[src/rtl/hazard_forward_unit.sv]
// Operand forwarding (youngest-stage-first) plus load-use stall FSM for the EX stage.
// Optional stall-cycle counter is enabled by defining HFU_STALL_CNT_EN.
module hazard_forward_unit #(
    parameter int AW       = 5,
    parameter int NUM_SRC  = 2,
    parameter int NUM_STG  = 2,
    parameter int SELW     = 2,
    parameter int LOAD_LAT = 1
) (
    input  logic                      clk,
    input  logic                      rst,
    input  logic [NUM_SRC*AW-1:0]     rs_idex,
    input  logic [NUM_SRC*AW-1:0]     rs_ifid,
    input  logic [NUM_SRC-1:0]        rs_vld_ifid,
    input  logic [NUM_STG*AW-1:0]     rd_stg,
    input  logic [NUM_STG-1:0]        wb_stg,
    input  logic [AW-1:0]             rd_idex,
    input  logic                      memrd_idex,
    output logic [NUM_SRC*SELW-1:0]   fwd_sel,
    output logic                      stall,
    output logic                      bubble,
    output logic [31:0]               stall_cnt
);

    typedef enum logic {
        IDLE  = 1'b0,
        STALL = 1'b1
    } state_t;

    logic [NUM_SRC*SELW-1:0] fwd_sel_d;
    logic                    src_hit;
    logic                    haz;
    state_t                  state_q, state_d;
    logic [3:0]              cnt_q, cnt_d;
    logic                    stall_d;

    // Stages are scanned oldest to youngest so the youngest match is written last.
    always_comb begin
        fwd_sel_d = '0;
        for (int unsigned i = 0; i < NUM_SRC; i++) begin
            for (int unsigned k = NUM_STG; k > 0; k--) begin
                if (wb_stg[k-1] &&
                    (rd_stg[(k-1)*AW +: AW] != '0) &&
                    (rd_stg[(k-1)*AW +: AW] == rs_idex[i*AW +: AW])) begin
                    fwd_sel_d[i*SELW +: SELW] = SELW'(k);
                end
            end
        end
    end

    always_ff @(posedge clk or negedge rst) begin
        if (!rst) begin
            fwd_sel <= '0;
        end else begin
            fwd_sel <= fwd_sel_d;
        end
    end

    always_comb begin
        src_hit = 1'b0;
        for (int unsigned i = 0; i < NUM_SRC; i++) begin
            src_hit = src_hit | (rs_vld_ifid[i] && (rs_ifid[i*AW +: AW] == rd_idex));
        end
        haz = memrd_idex && (rd_idex != '0) && src_hit;
    end

    always_ff @(posedge clk or negedge rst) begin
        if (!rst) begin
            state_q <= IDLE;
            cnt_q   <= '0;
        end else begin
            state_q <= state_d;
            cnt_q   <= cnt_d;
        end
    end

    // The first stall cycle is spent in IDLE, so STALL only covers LOAD_LAT-1 cycles.
    always_comb begin
        state_d = state_q;
        cnt_d   = cnt_q;
        stall_d = 1'b0;
        case (state_q)
            IDLE: begin
                stall_d = haz;
                if (haz && (LOAD_LAT > 1)) begin
                    state_d = STALL;
                    cnt_d   = 4'(LOAD_LAT - 2);
                end
            end
            STALL: begin
                stall_d = 1'b1;
                if (cnt_q == '0) begin
                    state_d = IDLE;
                end else begin
                    cnt_d = cnt_q - 4'd1;
                end
            end
            default: begin
                state_d = IDLE;
            end
        endcase
    end

    // Gated by reset so the Mealy path cannot stall while reset is held.
    assign stall  = rst & stall_d;
    assign bubble = stall;

`ifdef HFU_STALL_CNT_EN
    logic [31:0] stall_cnt_q;

    always_ff @(posedge clk or negedge rst) begin
        if (!rst) begin
            stall_cnt_q <= '0;
        end else if (stall && (stall_cnt_q != '1)) begin
            stall_cnt_q <= stall_cnt_q + 32'd1;
        end
    end

    assign stall_cnt = stall_cnt_q;
`else
    assign stall_cnt = '0;
`endif

endmodule
[config.mk]
export PLATFORM = sky130hd
export DESIGN_NAME = hazard_forward_unit
export DESIGN_NICKNAME = d
export VERILOG_FILES = /design/src/rtl/hazard_forward_unit.sv
export SDC_FILE = /design/constraint.sdc
export NUM_CORES = 1
export LEC_CHECK = 0
export CAP_MARGIN = 30
export CORE_MARGIN = 4
export CORE_UTILIZATION = 33
export CTS_BUF_LIST = sky130_fd_sc_hd__clkbuf_4
export CTS_CLUSTER_DIAMETER = 200
export DETAILED_ROUTE_END_ITERATION = 12
export PLACE_DENSITY = 0.85
export REMOVE_ABC_BUFFERS = 1
export SLEW_MARGIN = 20
export SYNTH_ARGS = -nofsm -noshare
export SYNTH_HDL_FRONTEND = slang
export SYNTH_SLANG_ARGS = --single-unit
[constraint.sdc]
create_clock -name clk -period 2.1 [get_ports clk]
set_clock_uncertainty 0.15 [all_clocks]
set_input_delay 0.42 -clock clk [delete_from_list [all_inputs] [get_ports clk]]
set_output_delay 0.42 -clock clk [all_outputs]
set_load 0.02 [all_outputs]
=== After elaboration in Yosys (flattened, before gate mapping) ===
Index checks and enable logic that the tools add are counted.

* $add $sub $neg: 1
* Multiply operators: 0
* Divide/modulo/power cells: 0
* Magnitude comparators: 0
* Equality and inequality tests: 6
* Shifts and indexed selects: 0
* Muxes and demuxes: 7
* Bitwise gates (word level): 4
* Reductions and logical operators: 15

{| class="wikitable"
|+ Operators by type and width
! kind !! count
|-
| $eq 5x5->1 || 6
|-
| $reduce_bool 5->1 || 3
|-
| $logic_and 1x1->1 || 10
|-
| $mux 2 || 4
|-
| $logic_not 4->1 || 1
|-
| $sub 4x1->4 const B || 1
|-
| $mux 1 || 2
|-
| $not 1->1 || 2
|-
| $pmux 1 s2 || 1
|-
| $reduce_and 2->1 || 1
|-
| $and 1x1->1 || 1
|-
| $or 1x1->1 || 1
|}

* Register bits: 9
* Bits in latches: 0
* Memory bits (writable): 0
* Memory bits (read-only): 0
* Input bits: 42
* Output and inout port bits: 38
* Logic and storage cells: 36
* Memories kept: 0

=== Longest topological paths before layout ===
Gate-level depths: netlist of run 1.

* Depth in word-level cells: 6
* Mapped depth: 6
* Mapped depth without buffers: 6

=== Worst setup path after synthesis of run 1 ===
OpenSTA, ideal clock, no wires.

* Kind: input to output
* Start: input rd_idex[3]
* End: output stall
* Data arrival time: 1.747 ns
* Required time: 1.530 ns
* Setup slack: -0.217 ns
* Cell stages on the path: 5
* Buffers on the path: 1
* Cells stage by stage: xor2_1 > nor4_1 > a32oi_1 > o21ai_0 > buf_4

* Word-level cells in the longest chain between the ends: 6
* Elaborated cells between the ends (all ways): 10
* Those cells by class: 2 x eq/ne; 1 x mux; 2 x bitwise; 5 x reduce/logical

{| class="wikitable"
|+ Ends and longest elaborated chain
! what !! RTL line !! RTL
|-
| from (decl) || 17 || <nowiki>input logic [AW-1:0] rd_idex,</nowiki>
|-
| $eq 5x5->1 || 62 || <nowiki>src_hit = src_hit | (rs_vld_ifid[i] && (rs_ifid[i*AW +: AW] == rd_idex));</nowiki>
|-
| $logic_and 1x1->1 || 62 ||
|-
| $or 1x1->1 || 62 ||
|-
| $logic_and 1x1->1 (*) || 64 || <nowiki>haz = memrd_idex && (rd_idex != '0) && src_hit;</nowiki>
|-
| $pmux 1 s2 (*) || 82 || <nowiki>case (state_q)</nowiki>
|-
| $and 1x1->1 (*) || 105 || <nowiki>assign stall = rst & stall_d;</nowiki>
|-
| to (decl) || 20 || <nowiki>output logic stall,</nowiki>
|}

Every way passes the cells marked *; elsewhere a longest branch is shown, timed or not.

=== Final worst setup path of run 1 ===
* Start: input rd_idex[2]
* End: output bubble

* Word-level cells in the longest chain between the ends: 6
* Elaborated cells between the ends (all ways): 10
* Those cells by class: 2 x eq/ne; 1 x mux; 2 x bitwise; 5 x reduce/logical

{| class="wikitable"
|+ Ends and longest elaborated chain
! what !! RTL line !! RTL
|-
| $eq 5x5->1 || 62 ||
|-
| $logic_and 1x1->1 || 62 ||
|-
| $or 1x1->1 || 62 ||
|-
| $logic_and 1x1->1 (*) || 64 ||
|-
| $pmux 1 s2 (*) || 82 ||
|-
| $and 1x1->1 (*) || 105 ||
|-
| to (decl) || 21 || <nowiki>output logic bubble,</nowiki>
|}

Marked as above.

==> summary.md, run 1 <==
| Metric | Value |
|---|---|
| CTS tree | built |
| Post-synthesis async set-or-reset flop share | 100% |
| CP Capture Type | output port |
| Most common cell in the netlist | buf_4 |
| Unrepaired setup endpoints after global routing | yes |
| LEAKAGE | 0.697 nW |
| Total Routing Usage GR | 11.1% |
| Antenna Nets Post-Route | 0 |
| Overall power | 0.538 mW |
| Final min period | 2070 ps |
| First-pass GRT wire length | 3.61 mm |
| Worst IR Drop VDD | 0.214 mV |
| Clock insertion delay at the later pin of the skew report | 250 ps |
| Vias in the first global route | 873 |
| Post-synthesis cell count | 108 |
| Layout cells sized above 1 | 18.7% |
| Die area | 3870 sq um |
| Vias/cell | 4.20 |
| Slew Limit Fails | 0 |
| Die Ht | 62.2 microns |
| Ys Warns | 0 |
| Area Growth Syn to Fin | 48.8% |
| CTS root buffer | clkbuf_4 |
| Diodes inserted | 0 |
| Die width | 62.2 microns |
| Netlist cell types | 20 |
| Number of setup buffers added after CTS | 0 |
| Post-layout instance area | 1450 sq um |
| Clock slew at reported path FFs | 60 ps |
| Status | finished, final reports clean |
| Post-Syn Area | 971 sq um |
| Post-DP Area | 1450 sq um |
| DRT Pass-1 Iters | 4 |
| Max Fanout on Critical Path | 2 |
| Worst EP arrival | 1500 ps |
| Post-route DRC | 0 |
| Worst EP required | 1530 ps |
| Clock buffer depth | 2 |
| Critical path type | in2out |
| CTS sink count | 9 |
| Cts bufs inserted | 3 |
| Fin nets | 215 |
| Number of core rows | 19 |
| Routed WL | 2.23 mm |
| DRT iter0 DRCs | 6 |
| Yosys top cell area share | 25.5% |
| Crit path launch type | input pin |
| Fin crit share | 98.5% |
| Max-Cap Viols | 0 |
| Cell Pwr Density | 372 nW/um^2 |
| Finish-stage setup viols | 0 |
| Initial antenna violation count | 0 |
| Post-synth top cells | 33 x buf_4, 23 x xor2_1, 9 x dfrtp_1, 9 x xnor2_1, 5 x nor4_1 |
| Routability cong. | 0.833 |
| Prevailing post-synth register cell | dfrtp_1 |
| Hold-fix buffers, CTS | 0 |
| Via count | 848 |
| Core ar. | 2780 sq um |
| Final HPWL DP | 2.07 mm |
| Endpoints failing hold | 0 |
| Fmax | 484 MHz |
| IO Pins | 80 |
| Seq/Total Area, Yosys | 23.2% |
| Mean Syn Cell Area | 8.99 sq um |
| TNS Setup | 0 ps |
| Number of synthesized register bits | 9 |
| Post-synth EDFFs | 0 |
| Total congestion overflow | 0 |
| WL per Instance | 11.0 microns |
| Hold Crit Class | in2async |
| Pin count of the biggest net entering global routing | 9 |
| H-tree levels | 1 |
| Fin Hold WS | 348 ps |
| Buffers on Ports | 47 |
| Largest cells by area after synthesis | buf_4 26%, dfrtp_1 23%, xor2_1 21% |
| Synth area leader | buf_4 |
| Initial core utilization | 34.9% |
==> metrics by stage <==
step	worst slack, ps	cells	utilization (%)
after global routing	-51.6	202	52.0
final	32.2	202	52.0
after global placement	-794	198	52.3
after floorplan	-314	106	-
after CTS	-2.26	202	52.7
after detailed placement	-835	198	52.3
==> registers in the layout, summed over array words and instances (netlist names) <==
name and flops:
state_q 1, fwd_sel 4, cnt_q 4
==> cell families after synthesis <==
| kind of cell | after synthesis | share of synthesized area (%) |
|---|---|---|
| flip-flops | 9 | 23.2 |
| AO/OA/AOI/OAI | 8 | 5.41 |
| other | 1 | 0.386 |
| adder cells (fa/ha/maj) | 1 | 1.29 |
| buffers and inverters | 37 | 27.1 |
| AND/OR/NAND/NOR | 20 | 13.8 |
| XOR/XNOR | 32 | 28.9 |
==> layer usage <==
metal  wire, microns  vias to the layer above  GRT usage, %
met1             769                      381          11.7
met5               0                        -             0
met3             155                        4          1.62
met4              44                        0          6.78
li1                -                      424             -
met2            1260                       39          20.5
==> layout by cell type (no fill, tap or decap), types with 5 or more instances in the layout <==
cell type and n:
buf_4 15, clkbuf_2 5, clkdlybuf4s50_1 31, conb_1 32, dfrtp_1 9, nor4_1 5
xnor2_1 9, xor2_1 23
==> path summary, 6_finish.rpt <==
kind,startpoint,to,slack (ps),cells after the start
worst max-delay path,rd_idex[2],bubble,30,6
worst min-delay path,rst,cnt_q[2]$_DFFE_PN0P_,350,2
worst max register to register,cnt_q[0]$_DFFE_PN0P_,cnt_q[3]$_DFFE_PN0P_,510,7
worst min register to register,cnt_q[0]$_DFFE_PN0P_,cnt_q[0]$_DFFE_PN0P_,350,1
max in group asynchronous,rst,cnt_q[0]$_DFFE_PN0P_,1280,2
min in group clk,cnt_q[0]$_DFFE_PN0P_,cnt_q[0]$_DFFE_PN0P_,350,1
==> power breakdown <==
| group | internal, mW | leakage (nW) | switching (mW) |
|---|---|---|---|
| clock network | 0.0857 | 0.0184 | 0.0540 |
| logic | 0.107 | 0.553 | 0.116 |
| registers | 0.175 | 0.126 | 0.000328 |
==> cell type report <==
cell class / count / area [sq um]
clock buffers: 4 / 30.0
fillers: 276 / 1340
inverters: 4 / 15.0
multi-input cells: 93 / 599
flip-flops and latches: 9 / 225
well taps: 31 / 38.8
repair buffers: 61 / 537
==> worst max-delay path, stage by stage <==
cell	delay, ps
buf_6	100
buf_6	100
or4_1	450
o211ai_1	170
o21ai_1	90
buf_4	160
==> timing repair <==
action	in CTS	in global routing
resized for setup	43	9
endpoints found under the setup margin	2	2
pin swaps	7	9
endpoints found under the hold margin	0	0
Note: power is estimated with default switching activity, not from simulation.
==> inputs of run 2 (changes only) <==
- CAP_MARGIN: 30 -> not set
- CORE_MARGIN: 4 -> 2
==> run 2 against run 1 <==
  * Clock-buffer cell count is the same
  * Sequential power hardly changed
  * Final cell count shrank 0.99%
  * Global-route usage grew 0.40 points
  * Sequential share of layout area unchanged
  * Routed wire length fell by 11%
  * Worst hold slack lost 3.2 ps
  * First-iteration DRC count increased by 67%
  * Clock power barely moved
  * Largest cell class unchanged
  * Largest power group unchanged
==> summary.md, run 2 (same netlist as run 1, synthesis figures left out) <==
| Metric | Value |
|---|---|
| Clock slew at reported path FFs | 60 ps (about the same) |
| Vias/cell | 4.14 (-1.4%) |
| Finish-stage setup viols | 0 (unchanged) |
| Diodes inserted | 0 (unchanged) |
| Most frequent cells in the layout | 32 x conb_1, 30 x clkdlybuf4s50_1, 23 x xor2_1 |
| Slew Limit Fails | 0 (unchanged) |
| Area Growth Syn to Fin | 48.8% (unchanged) |
| Reg2Reg Depth | 7 (unchanged) |
| R2R Path Start | cnt_q[0]$_DFFE_PN0P_ |
| Final HPWL DP | 1.84 mm (-11%) |
| Clock insertion delay at the later pin of the skew report | 250 ps (about the same) |
| Max Fanout on Critical Path | 2 (unchanged) |
| Critical path type | in2out |
| Post-layout instance area | 1450 sq um (unchanged) |
| CP peak stage delay | 450 ps (about the same) |
| Worst EP required | 1530 ps (about the same) |
| CP top delay family | simple AND/OR/NAND/NOR gates |
| CP Buf/Inv Count | 3 (unchanged) |
| Vias in the first global route | 760 (-13%) |
| CTS sink count | 9 (unchanged) |
| LEAKAGE | 0.703 nW (+0.92%) |
| Final Util | 52.0% (unchanged) |
| Via count | 828 (-2.4%) |
| Status | finished, final reports clean |
| Final min period | 2080 ps (+7.82 ps) |
| Total Routing Usage GR | 11.5% (+0.40 points) |
| Top Registers | cnt_q x4, fwd_sel x4, state_q x1 |
| Reg-to-Reg End | cnt_q[3]$_DFFE_PN0P_ |
| Initial core utilization | 34.9% (unchanged) |
| Fin nets | 213 (-0.93%) |
| Buffers on Ports | 47 (unchanged) |
| Pre-CTS setup slack | -849 ps (-14.7 ps) |
| Antenna Nets Post-Route | 0 (unchanged) |
| Initial antenna violation count | 0 (unchanged) |
| Worst path cell trace | buf_6 > buf_6 > or4_1 > o211ai_1 > o21ai_1 > buf_4 |
| Worst EP arrival | 1510 ps (about the same) |
| Total congestion overflow | 0 (unchanged) |
| DRT iter0 DRCs | 10 (+4) |
| Hold Crit Class | reg2reg |
| Pin count of the biggest net entering global routing | 10 (+1) |
| Fmax | 482 MHz (-0.38%) |
| Cell Pwr Density | 370 nW/um^2 (-0.60%) |
| H-tree levels | 1 (unchanged) |
| CP max stage cell | or4_1 |
| Core ar. | 2780 sq um (unchanged) |
| Routed WL | 1.97 mm (-11%) |
| Hold depth | 1 |
| CTS root buffer | clkbuf_4 |
| DRT Pass-1 Iters | 4 (unchanged) |
| Post-DP Area | 1440 sq um (-1.0%) |
| Hold Startpoint | cnt_q[3]$_DFFE_PN0P_ |
| Die Ht | 58.2 microns (-6.4%) |
| Most common cell after layout, fill and taps aside | conb_1 |
| First-pass GRT wire length | 3.04 mm (-16%) |
| Post-route DRC | 0 (unchanged) |
| Non-Filler Instances | 200 (-0.99%) |
| WL per Instance | 9.87 microns (-11%) |
| CTS tree | built |
| Layout cells sized above 1 | 18.9% (+0.22 points) |
| Die area | 3390 sq um (-12%) |
| Fin crit share | 98.8% (+0.37 points) |
| Worst hold endpoint | cnt_q[3]$_DFFE_PN0P_ |
| Max-Cap Viols | 0 (unchanged) |
| # fillers | 258 (-6.5%) |
| Worst setup margin | 24.4 ps (-7.82 ps) |
| Placed Cells | 196 (-1.0%) |
| Endpoints failing hold | 0 (unchanged) |
| Routability cong. | 0.829 (-0.50%) |
| Clock buffer depth | 2 (unchanged) |
| Cts bufs inserted | 3 (unchanged) |
| CP Capture Type | output port |
| Number of core rows | 19 (unchanged) |
| Worst IR Drop VDD | 0.190 mV (-11%) |
| IO Pins | 80 (unchanged) |
| Crit path launch type | input pin |
| Critical Path Most Common Cell | buf_6 |
| Die width | 58.2 microns (-6.4%) |
| R2r setup slk | 560 ps (+50 ps) |
==> run 2: cell types whose count changed in the layout (fill, tap and decap cells not counted) <==
cell	previous run	this run
dlygate4sd2_1	3	1
buf_4	15	13
buf_2	2	3
clkdlybuf4s15_2	0	1
dlymetal6s2s_1	0	2
nor4_2	2	3
clkbuf_2	5	4
nor4_1	5	4
clkdlybuf4s50_1	31	30
==> run 2: worst max-delay path by stage <==
| stage | from | end | depth (start not counted) |
|---|---|---|---|
| after detailed placement | rd_idex[3] | stall | 6 |
| after global routing | rd_idex[2] | stall | 7 |
| after CTS | rd_idex[2] | stall | 6 |
| after floorplan | rd_idex[3] | bubble | 4 |
| final | rd_idex[2] | stall | 6 |
| after global placement | rd_idex[3] | stall | 6 |
==> run 2: per-stage QoR <==
stage / total power [mW] / TNS, ps / hold WS [ps]
global placement: 0.404 / -1680 / 332
global route: 0.566 / -21.5 / 373
detailed placement: 0.406 / -1830 / 338
CTS: 0.541 / -4.77 / 346
finish: 0.535 / 0 / 344
floorplan: 0.281 / -627 / -25.6
==> run 2: cell type report <==
type                            count  area [sq um]  area share [%]
Clock buffer                        4          30.0            2.08
Inverter                            4          15.0            1.04
Multi-Input combinational cell     93           606            41.9
Sequential cell                     9           225            15.6
Tap cell                           31          38.8            2.68
Timing Repair Buffer               59           531            36.7
==> run 2: where the power goes <==
| group | switching (mW) | internal, mW | leakage, nW | total (mW) |
|---|---|---|---|---|
| sequential | 0.000459 | 0.175 | 0.126 | 0.175 |
| combinational | 0.115 | 0.107 | 0.559 | 0.222 |
| clock | 0.0519 | 0.0856 | 0.0184 | 0.137 |
| total | 0.167 | 0.367 | 0.703 | 0.535 |
==> run 2: worst reg2reg max path: cells and delay by family, from the launching register on <==
| family | cells | cell delay, ps |
|---|---|---|
| xor+xnor | 1 | 170 |
| fa+ha+maj | 1 | 220 |
| compound gates | 1 | 60 |
| flops | 1 | 380 |
| buf+inv | 3 | 270 |
| simple gates | 1 | 220 |
==> run 2: timing repair <==
action,4_1_cts,5_1_grt
buffers inserted,0,0
hold endpoints to repair,0,0
resized for setup,44,13
hold buffers,0,0
endpoints found under the setup margin,2,2
pin swaps,7,10
==> run 2: layer usage <==
metal | vias up | GRT usage [%] | share of wire [%]
met5 | - | 0 | 0
met4 | 0 | 4.98 | 1.2
met3 | 2 | 1.56 | 8.5
met2 | 41 | 21.6 | 54
met1 | 366 | 12.9 | 36
li1 | 419 | - | -
